`src/rtl/snn_pkg.sv`:
```
// Shared constants and types for the SNN core and its on-chip stimulus logic.
//
// Contents:
//   SNN_T, SNN_N, SNN_ALPHA  default core geometry and time-step window length
//   SNN_TA, SNN_NA           block/neuron select widths for the default geometry
//   seq_mode_t               sweep sequencer run mode
//   seq_state_t              sweep sequencer FSM state
//   addr_w()                 select width for a count (never below 1 bit)
//   max3()                   largest of three counts, used to size timers
//   decode_mode()            maps the 2-bit mode input onto seq_mode_t
package snn_pkg;

  localparam int unsigned SNN_T     = 4;
  localparam int unsigned SNN_N     = 16;
  localparam int unsigned SNN_ALPHA = 64;

  function automatic int unsigned addr_w(input int unsigned n);
    return (n > 1) ? $clog2(n) : 1;
  endfunction

  function automatic int unsigned max3(input int unsigned a,
                                       input int unsigned b,
                                       input int unsigned c);
    int unsigned m;
    m = a;
    if (b > m) m = b;
    if (c > m) m = c;
    return m;
  endfunction

  localparam int unsigned SNN_TA = addr_w(SNN_T);
  localparam int unsigned SNN_NA = addr_w(SNN_N);

  typedef enum logic [1:0] {
    SEQ_SINGLE = 2'd0,
    SEQ_BLOCK  = 2'd1,
    SEQ_ALL    = 2'd2
  } seq_mode_t;

  typedef enum logic [2:0] {
    IDLE,
    PRE,
    FIRE,
    STEP,
    GAP,
    DRAIN,
    POST,
    NEXT
  } seq_state_t;

  // Reserved encoding 3 behaves as a single-target run.
  function automatic seq_mode_t decode_mode(input logic [1:0] m);
    case (m)
      2'd1:    return SEQ_BLOCK;
      2'd2:    return SEQ_ALL;
      default: return SEQ_SINGLE;
    endcase
  endfunction

endpackage

```
`src/rtl/spike_sweep_index.sv`:
```
// Target (block, neuron) counter for the spike sweep sequencer.
//
// Ports:
//   aclk, aresetn   clock, asynchronous active-low reset
//   load            capture mode and the starting target for a new run
//   advance         step to the next target (ignored on the final target)
//   mode            run mode (0 single, 1 one block, 2 all blocks, 3 = single)
//   cfg_block       block used by single and one-block runs
//   cfg_neuron      neuron used by single runs
//   block, neuron   current target; hold their value after a run ends
//   last            current target is the final one of the run
module spike_sweep_index
  import snn_pkg::*;
#(
  parameter int unsigned T  = SNN_T,
  parameter int unsigned N  = SNN_N,
  parameter int unsigned TA = addr_w(T),
  parameter int unsigned NA = addr_w(N)
) (
  input  logic          aclk,
  input  logic          aresetn,
  input  logic          load,
  input  logic          advance,
  input  logic [1:0]    mode,
  input  logic [TA-1:0] cfg_block,
  input  logic [NA-1:0] cfg_neuron,
  output logic [TA-1:0] block,
  output logic [NA-1:0] neuron,
  output logic          last
);

  localparam logic [TA-1:0] BLOCK_LAST  = TA'(T - 1);
  localparam logic [NA-1:0] NEURON_LAST = NA'(N - 1);

  seq_mode_t mode_q;
  seq_mode_t load_mode;

  always_comb load_mode = decode_mode(mode);

  always_ff @(posedge aclk or negedge aresetn) begin
    if (!aresetn) begin
      mode_q <= SEQ_SINGLE;
      block  <= '0;
      neuron <= '0;
    end else if (load) begin
      mode_q <= load_mode;
      case (load_mode)
        SEQ_SINGLE: begin
          block  <= cfg_block;
          neuron <= cfg_neuron;
        end
        SEQ_BLOCK: begin
          block  <= cfg_block;
          neuron <= '0;
        end
        default: begin
          block  <= '0;
          neuron <= '0;
        end
      endcase
    end else if (advance && !last) begin
      // Only an all-blocks sweep can reach the neuron wrap without being last.
      if (neuron == NEURON_LAST) begin
        neuron <= '0;
        block  <= block + TA'(1);
      end else begin
        neuron <= neuron + NA'(1);
      end
    end
  end

  always_comb begin
    last = 1'b1;
    case (mode_q)
      SEQ_SINGLE: last = 1'b1;
      SEQ_BLOCK:  last = (neuron == NEURON_LAST);
      default:    last = (block == BLOCK_LAST) && (neuron == NEURON_LAST);
    endcase
  end

endmodule

```
`src/rtl/spike_sweep_sequencer.sv`:
```
// On-chip stimulus sequencer for the SNN core.
//
// For each target (block, neuron): settle, fire one forced spike, hold
// time_step for STEPS windows of ALPHA cycles, settle, drain the core's
// output stream until tlast, settle, then move to the next target. Runs one
// target, one block, or every block and neuron.
//
// Ports:
//   aclk, aresetn                 clock, asynchronous active-low reset
//   start                         pulse that begins a run (ignored while busy)
//   abort                         synchronous stop; wins over start
//   mode                          0 single, 1 sweep cfg_block, 2 sweep all, 3 = 0
//   cfg_block, cfg_neuron         starting target for modes 0/1
//   busy                          run in progress
//   done                          one-cycle pulse on normal completion
//   force_spike_en                forced-spike strobe
//   force_spike_block_select      target block
//   force_spike_neuron_select     target neuron
//   time_step                     time-step enable to the core
//   out_tvalid, out_tlast         core output stream
//   out_tready                    ready to the core output stream (DRAIN only)
//   beat_count                    beats drained in the latest test (saturating)
//   test_index                    tests completed in the current run (saturating)
//   timeout_err                   sticky drain watchdog flag (SPIKE_SWEEP_TIMEOUT_EN only)
//
// Build option: define SPIKE_SWEEP_TIMEOUT_EN to add a DRAIN watchdog of
// TIMEOUT cycles and the timeout_err output. Without it DRAIN waits for tlast.
module spike_sweep_sequencer
  import snn_pkg::*;
#(
  parameter  int unsigned T       = SNN_T,
  parameter  int unsigned N       = SNN_N,
  parameter  int unsigned ALPHA   = SNN_ALPHA,
  parameter  int unsigned STEPS   = 1,
  parameter  int unsigned SETTLE  = 8,
  parameter  int unsigned TIMEOUT = 2 * ALPHA,
  localparam int unsigned TA      = addr_w(T),
  localparam int unsigned NA      = addr_w(N)
) (
  input  logic          aclk,
  input  logic          aresetn,
  input  logic          start,
  input  logic          abort,
  input  logic [1:0]    mode,
  input  logic [TA-1:0] cfg_block,
  input  logic [NA-1:0] cfg_neuron,
  output logic          busy,
  output logic          done,
  output logic          force_spike_en,
  output logic [TA-1:0] force_spike_block_select,
  output logic [NA-1:0] force_spike_neuron_select,
  output logic          time_step,
  input  logic          out_tvalid,
  input  logic          out_tlast,
  output logic          out_tready,
  output logic [15:0]   beat_count,
  output logic [15:0]   test_index
`ifdef SPIKE_SWEEP_TIMEOUT_EN
  ,
  output logic          timeout_err
`endif
);

  localparam int unsigned CW = $clog2(max3(ALPHA, SETTLE, TIMEOUT) + 1);
  localparam int unsigned WW = addr_w(STEPS);

  localparam logic [CW-1:0] SETTLE_END = CW'(SETTLE - 1);
  localparam logic [CW-1:0] ALPHA_END  = CW'(ALPHA - 1);
  localparam logic [WW-1:0] WIN_END    = WW'(STEPS - 1);
`ifdef SPIKE_SWEEP_TIMEOUT_EN
  localparam logic [CW-1:0] DRAIN_END  = CW'(TIMEOUT - 1);
`endif

  seq_state_t    state;
  logic [CW-1:0] cnt;
  logic [WW-1:0] win;

  logic go;
  logic idx_adv;
  logic idx_last;

  // A start is only taken from IDLE, and never alongside abort.
  always_comb go      = (state == IDLE) && start && !abort;
  always_comb idx_adv = (state == NEXT) && !abort;

  spike_sweep_index #(
    .T  (T),
    .N  (N),
    .TA (TA),
    .NA (NA)
  ) u_index (
    .aclk       (aclk),
    .aresetn    (aresetn),
    .load       (go),
    .advance    (idx_adv),
    .mode       (mode),
    .cfg_block  (cfg_block),
    .cfg_neuron (cfg_neuron),
    .block      (force_spike_block_select),
    .neuron     (force_spike_neuron_select),
    .last       (idx_last)
  );

  always_ff @(posedge aclk or negedge aresetn) begin
    if (!aresetn) begin
      state      <= IDLE;
      cnt        <= '0;
      win        <= '0;
      done       <= 1'b0;
      beat_count <= '0;
      test_index <= '0;
`ifdef SPIKE_SWEEP_TIMEOUT_EN
      timeout_err <= 1'b0;
`endif
    end else begin
      done <= 1'b0;
      if (state != IDLE && abort) begin
        state <= IDLE;
        cnt   <= '0;
      end else begin
        case (state)
          IDLE: begin
            if (go) begin
              state      <= PRE;
              cnt        <= '0;
              test_index <= '0;
`ifdef SPIKE_SWEEP_TIMEOUT_EN
              timeout_err <= 1'b0;
`endif
            end
          end
          PRE: begin
            if (cnt == SETTLE_END) begin
              state <= FIRE;
              cnt   <= '0;
            end else begin
              cnt <= cnt + CW'(1);
            end
          end
          FIRE: begin
            // FIRE is the first cycle of window 0, so STEP resumes at 1.
            state <= STEP;
            cnt   <= CW'(1);
            win   <= '0;
          end
          STEP: begin
            if (cnt == ALPHA_END) begin
              cnt <= '0;
              if (win == WIN_END) begin
                state <= GAP;
              end else begin
                win <= win + WW'(1);
              end
            end else begin
              cnt <= cnt + CW'(1);
            end
          end
          GAP: begin
            if (cnt == SETTLE_END) begin
              state      <= DRAIN;
              cnt        <= '0;
              beat_count <= '0;
            end else begin
              cnt <= cnt + CW'(1);
            end
          end
          DRAIN: begin
            if (out_tvalid && beat_count != 16'hFFFF) begin
              beat_count <= beat_count + 16'd1;
            end
            if (out_tvalid && out_tlast) begin
              state <= POST;
              cnt   <= '0;
            end
`ifdef SPIKE_SWEEP_TIMEOUT_EN
            else if (cnt == DRAIN_END) begin
              timeout_err <= 1'b1;
              state       <= POST;
              cnt         <= '0;
            end else begin
              cnt <= cnt + CW'(1);
            end
`endif
          end
          POST: begin
            if (cnt == SETTLE_END) begin
              state <= NEXT;
              cnt   <= '0;
            end else begin
              cnt <= cnt + CW'(1);
            end
          end
          NEXT: begin
            if (test_index != 16'hFFFF) begin
              test_index <= test_index + 16'd1;
            end
            if (idx_last) begin
              state <= IDLE;
              done  <= 1'b1;
            end else begin
              state <= PRE;
            end
          end
          default: state <= IDLE;
        endcase
      end
    end
  end

  always_comb begin
    busy           = (state != IDLE);
    force_spike_en = (state == FIRE);
    time_step      = (state == FIRE) || (state == STEP);
    out_tready     = (state == DRAIN);
  end

endmodule

```
`config.mk`:
```
export PLATFORM = sky130hd
export DESIGN_NAME = spike_sweep_sequencer
export DESIGN_NICKNAME = d
export VERILOG_FILES = /design/src/rtl/snn_pkg.sv /design/src/rtl/spike_sweep_index.sv /design/src/rtl/spike_sweep_sequencer.sv
export SDC_FILE = /design/constraint.sdc
export NUM_CORES = 1
export LEC_CHECK = 0
export CAP_MARGIN = 10
export CORE_MARGIN = 8
export CORE_UTILIZATION = 40
export CTS_BUF_LIST = sky130_fd_sc_hd__clkbuf_4
export DETAILED_ROUTE_END_ITERATION = 6
export PLACE_DENSITY_LB_ADDON = 0.2
export SKIP_CTS_REPAIR_TIMING = 1
export SYNTH_ARGS = -nofsm -noshare
export SYNTH_HDL_FRONTEND = slang
export SYNTH_HIERARCHICAL = 1
export SYNTH_SLANG_ARGS = --single-unit
```
`constraint.sdc`:
```
create_clock -name aclk -period 4.4 [get_ports aclk]
set_input_delay 0.88 -clock aclk [delete_from_list [all_inputs] [get_ports aclk]]
set_output_delay 0.88 -clock aclk [all_outputs]
set_load 0.005 [all_outputs]
```
==> results.md, run 1 <==
- Leak: 1.656 nW
- Final hold viol count: 0
- Prevailing post-synth register cell: dfrtp_1
- Area grow syn2layout: 22.11%
- Post-synthesis instance area: 0.003282 mm^2
- Crit. End Element: primary output
- Clock transition at path regs: 0.15 ns
- Worst Path Buf+Inv: 3
- Achievable frequency: 0.3053 GHz
- CP startpoint: state[1]$_DFFE_PN0P_
- Buffers on Ports: 56
- Antenna Cells: 0
- Max_slew headroom: 0.5153
- Root buffer cell: clkbuf_4
- Max IR drop VDD: 0.2320 mV
- Final slew viol count: 0
- Worst hold path class: input port to async pin
- Min cycle time layout: 3.275 ns
- Cell count after synthesis: 366
- Post-synth cell types: 68
- Final worst slack: 1.125 ns
- Starting Density: 0.4055
- Yosys reg bits: 52
- Pwr/cell area: 345.7 mW/mm^2
- Core area: 0.008093 mm^2
- DRT antenna net count: 0
- Via count: 2986
- Max-cap viol count: 0
- Post-Place Setup Slack: 1.260 ns
- CP Cell Sequence: inv_1 -> ha_1 -> nand2_1 -> inv_1 -> clkdlybuf4s50_1
- Slowest stage cell, crit path: clkdlybuf4s50_1
- Slowest stage delay, CP: 0.54 ns
- Clock Tree Buf Depth: 2
- Cell Count Post-Placement: 518
- Status: finished, final reports clean
- DRC viols: 0
- R2R Path End: u_index/mode_q[1]$_DFFE_PN0P_
- Final worst path period share: 0.7444
- WL final: 8135 um
- Clock buffer count from CTS: 5
- Die area: 0.01136 mm^2
- Final std cells w/o fill: 526
- Hpwl dp: 6079 um
- Row count: 33
- Largest net degree at the start of global routing: 32
- CTS tree: yes
- Final GP Congestion: 0.8291
- Vias in the first global route: 2867
- Asr flop ratio synth: 1.000
- Initial drt markers: 109
- Register area share after synthesis: 0.3965
- Critical Path Fanout Max: 16
- Worst r2r src: state[0]$_DFFE_PN0P_
- First-pass GRT wire length: 13780 um
- Worst path required time: 3.52 ns
- Clock latency at the later pin of the worst-skew pair: 0.37 ns
- Routed wire length per instance: 15.47 um
- Clk_skew: 0.01646 ns
- Congestion Overflow GR: 0
- RSZ-0062 raised after global routing: false
- Crit path launch type: flop
- Total Routing Usage GR: 0.1435
- Number of synthesized flops with an enable pin: 0
- Initial antenna violation count: 0
- Mapped Nets: 392
- Ys Warns: 6
- Critical Path AT: 2.40 ns
- Clock Sinks: 52
- Overall die width: 106.6 um
- Final setup vio count: 0
- Setup TNS Final: 0 ns
- Share of cells above drive strength 1: 0.08314
- Drt via density: 5.677
- Die Ht: 106.6 um
- Drt first pass iters: 4
- Setup slack, reg-to-reg: 1.97 ns
- Critical path's top delay family: buffers and inverters
- Reg2Reg Depth: 8
- IO Count: 57
- CTS H-tree lvls: 2
- Synthesized area per cell: 8.967 um^2
- Total power: 1.385 mW
- Slew @ Worst Pin: 0.7215 ns
- CP most frequent cell: inv_1
- Final #Nets: 446
- Critical path type: flop to primary output
[cell type report]
class	count	area (um^2)
multi-input combinational	287	1857
inverter	14	52.55
fill	784	4085
timing repair buffer	60	585.6
tap	105	131.4
clock buffer	5	37.54
clock inverter	3	42.54
sequential	52	1301
[flip-flops by register name (all words and copies together) (netlist names)]
| signal | cells |
|---|---|
| beat_count | 16 |
| test_index | 16 |
| cnt | 8 |
| u_index/neuron | 4 |
| state | 3 |
| u_index/block | 2 |
| u_index/mode_q | 2 |
| done | 1 |
[cells by family (layout without fill, tap and decap cells)]
logic type                 Yosys count  after routing  synth area share
DFF                                 52             52            0.3965
adders and majority gates           12             12           0.04575
and+or+nand+nor                    148            148            0.2512
AOI/OAI and AO/OA                  115            115            0.2326
xor gates and xnor gates             4              4           0.01067
muxes                                8              8           0.02554
buffers and inverters               27             82           0.03774
[cells in the final DEF (no fill, tap or decap), types with 4 or more instances in the layout]
master,instances
clkdlybuf4s50_1,55
xnor2_1,4
and3_1,8
a41oi_1,7
nand2_1,27
and2_1,5
ha_1,12
clkbuf_4,5
nor3_1,4
buf_4,4
a31oi_1,10
nand2b_1,4
nor2_1,29
o21ai_0,34
inv_1,13
dfrtp_1,52
a21oi_1,18
o21ai_1,4
nor2b_1,5
nand4_1,15
nand3_1,21
o21bai_1,4
mux2i_1,5
[report_power, final]
group	leakage (nW)	internal (mW)	switching, mW
clock	0.0412	0.119	0.154
combinational	0.904	0.254	0.273
sequential	0.711	0.525	0.0607
total	1.66	0.897	0.488
[metrics by stage]
step / instance area, um^2 / util / hold slack, ns
floorplan: 3282 / - / 0.4617
global placement: 3928 / 0.4853 / 0.4906
detailed placement: 3928 / 0.4853 / 0.4957
CTS: 4008 / 0.4952 / 0.4366
global route: 4008 / 0.4952 / 0.4476
finish: 4008 / 0.4952 / 0.4335
[Yosys cell counts (7+ instances only)]
library cell / n / share of area
a31oi_1: 10 / 0.019
nor2_1: 29 / 0.033
nand4_1: 15 / 0.029
a21oi_1: 18 / 0.027
ha_1: 12 / 0.046
inv_1: 13 / 0.015
nand3_1: 21 / 0.032
o21ai_0: 34 / 0.052
and3_1: 8 / 0.015
a41oi_1: 7 / 0.019
nand2_1: 27 / 0.031
dfrtp_1: 52 / 0.40
[worst max path at each step]
stage	to	depth (start not counted)
after floorplan	u_index/block[0]$_DFFE_PN0P_	12
after detailed placement	test_index[14]$_DFFE_PN0P_	7
after CTS	out_tready	5
after global placement	test_index[14]$_DFFE_PN0P_	7
final	out_tready	5
after global routing	out_tready	5
[layer usage]
metal	GRT usage	part of all wire	up-vias
met5	0	0	-
met4	0.03618	0.010	0
met3	0.03359	0.057	6
met2	0.2278	0.46	64
met1	0.1920	0.47	1423
li1	-	-	1493
(Power assumes the default switching activity.)
==> inputs of run 2 (changes only) <==
clock period = 3.3 ns   (was 4.4 ns; I/O delays follow)
==> run 2 against run 1 <==
Final area rose by 0.56%. Utilization rose by 0.28 points. Count of clock-buffer cells in the layout rose by 1. Non-clock buffer count rose by 3. Sequential share of layout area fell by 0.18 points. Global-route usage rose by 0.77 points. Largest cell class unchanged. Largest power group unchanged.
==> results.md, run 2 (synthesis results as in run 1) <==
- RSZ-0062 raised after global routing: false
- Setup slack, reg-to-reg: 0.89 ns (-1.08 ns)
- Final slew viol count: 0 (unchanged)
- Worst path required time: 2.64 ns (-0.88 ns)
- Biggest regs: beat_count x16, test_index x16, cnt x8
- Via count: 3033 (+1.6%)
- Achievable frequency: 0.3550 GHz
- Critical Path AT: 2.16 ns (-0.24 ns)
- Hpwl dp: 6266 um (+3.1%)
- Clock Sinks: 52 (unchanged)
- Antenna Cells: 0 (unchanged)
- Final worst path period share: 0.8537
- Initial drt markers: 108 (-0.92%)
- Commonest non-fill, non-tap cells in the layout: clkdlybuf4s50_1, dfrtp_1, o21ai_0
- Max-cap viol count: 0 (unchanged)
- DRC viols: 0 (unchanged)
- Final worst slack: 0.4828 ns (-0.6419 ns)
- Critical path type: flop to primary output
- First-pass GRT wire length: 14550 um (+5.6%)
- CTS H-tree lvls: 2 (unchanged)
- Clock buffer count from CTS: 5 (unchanged)
- Root buffer cell: clkbuf_4
- Largest net degree at the start of global routing: 39 (+22%)
- Critical Path Fanout Max: 16 (unchanged)
- Min cycle time layout: 2.817 ns
- Crit. End Element: primary output
- WL final: 8531 um (+4.9%)
- Pwr/cell area: 462.3 mW/mm^2 (+34%)
- Overall die width: 106.6 um (unchanged)
- Reg2Reg Depth: 8 (unchanged)
- Worst hold path class: input port to async pin
- CTS tree: yes
- Max IR drop VDD: 0.3188 mV (+37%)
- Leak: 1.675 nW (+1.1%)
- Status: finished, final reports clean
- Area grow syn2layout: 22.80%
- Crit path launch type: flop
- Fillers: 804 (+2.6%)
- Setup TNS Final: 0 ns (unchanged)
- Core area: 0.008093 mm^2 (unchanged)
- Final #Nets: 449 (+0.67%)
- Clk_skew: 0.02579 ns (+0.009332 ns)
- Starting Density: 0.4055 (unchanged)
- Max_slew headroom: 0.5351 (+0.01985)
- Placement Cell Area: 0.003950 mm^2 (+0.57%)
- Final std cells w/o fill: 529 (+0.57%)
- Congestion Overflow GR: 0 (unchanged)
- Total power: 1.863 mW (+34%)
- DRT antenna net count: 0 (unchanged)
- Post-Place Setup Slack: 0.6280 ns (-0.6323 ns)
- Final GP Congestion: 0.8452 (+1.9%)
- Drt via density: 5.733 (+1.0%)
- Slew @ Worst Pin: 0.6920 ns (-0.02955 ns)
- Die Ht: 106.6 um (unchanged)
- Initial antenna violation count: 0 (unchanged)
- Clock Tree Buf Depth: 2 (unchanged)
- Total Routing Usage GR: 0.1512 (+0.007709)
- Clock transition at path regs: 0.16 ns (about the same)
- Clock latency at the later pin of the worst-skew pair: 0.38 ns (about the same)
- IO Count: 57 (unchanged)
- Drt first pass iters: 5 (+1)
- Cell Count Post-Placement: 521 (+0.58%)
- Row count: 33 (unchanged)
- Final hold viol count: 0 (unchanged)
- Final instance area: 0.004030 mm^2 (+0.56%)
- Buffers on Ports: 56 (unchanged)
- Share of cells above drive strength 1: 0.08962 (+0.006487)
- Final setup vio count: 0 (unchanged)
- Routed wire length per instance: 16.13 um (+4.3%)
- Die area: 0.01136 mm^2 (unchanged)
- Vias in the first global route: 3037 (+5.9%)
- Most common cell after layout, fill and taps aside: clkdlybuf4s50_1
==> run 2: critical path, stage by stage (launching register included) <==
cell             delay, ns
dfrtp_1               0.46
inv_1                 0.10
ha_1                  0.29
nand2_1               0.08
buf_4                 0.20
inv_1                 0.15
clkdlybuf4s50_1       0.53
==> run 2: final timing paths <==
path,end,startpoint
setup / recovery,out_tready,state[1]$_DFFE_PN0P_
hold / removal,beat_count[2]$_DFFE_PN0P_,aresetn
setup reg to reg,u_index/mode_q[1]$_DFFE_PN0P_,state[0]$_DFFE_PN0P_
hold reg to reg,beat_count[7]$_DFFE_PN0P_,beat_count[7]$_DFFE_PN0P_
max in group asynchronous,cnt[4]$_DFFE_PN0P_,aresetn
min in group aclk,beat_count[7]$_DFFE_PN0P_,beat_count[7]$_DFFE_PN0P_
==> run 2: area by class of cell <==
cell class / count / area [um^2] / share of cell area
inverter: 14 / 52.55 / 0.01304
clock inverter: 2 / 35.03 / 0.008693
clock buffer: 6 / 45.04 / 0.01118
tap: 105 / 131.4 / 0.03260
sequential: 52 / 1301 / 0.3229
timing repair buffer: 63 / 608.1 / 0.1509
multi-input combinational: 287 / 1857 / 0.4607
==> run 2: report_power, final <==
group / internal (mW) / switching [mW] / total (mW) / leakage [nW]
clock network: 0.168 / 0.203 / 0.371 / 0.0456
logic: 0.341 / 0.367 / 0.708 / 0.918
registers: 0.700 / 0.0837 / 0.784 / 0.711
total: 1.21 / 0.654 / 1.86 / 1.67
==> run 2: per-stage QoR <==
stage,hold slack (ns),utilization
2_1_floorplan,0.3644,-
3_3_place_gp,0.4964,0.4881
3_5_place_dp,0.5040,0.4881
4_1_cts,0.1548,0.4980
5_1_grt,0.1541,0.4980
6_report,0.1529,0.4980
==> run 2: per-layer routing <==
layer | GRT usage | share of wire | vias up
li1 | - | - | 1494
met1 | 0.1996 | 0.48 | 1451
met2 | 0.2469 | 0.45 | 80
met3 | 0.03179 | 0.056 | 8
met4 | 0.03618 | 0.0097 | 0
met5 | 0 | 0 | -
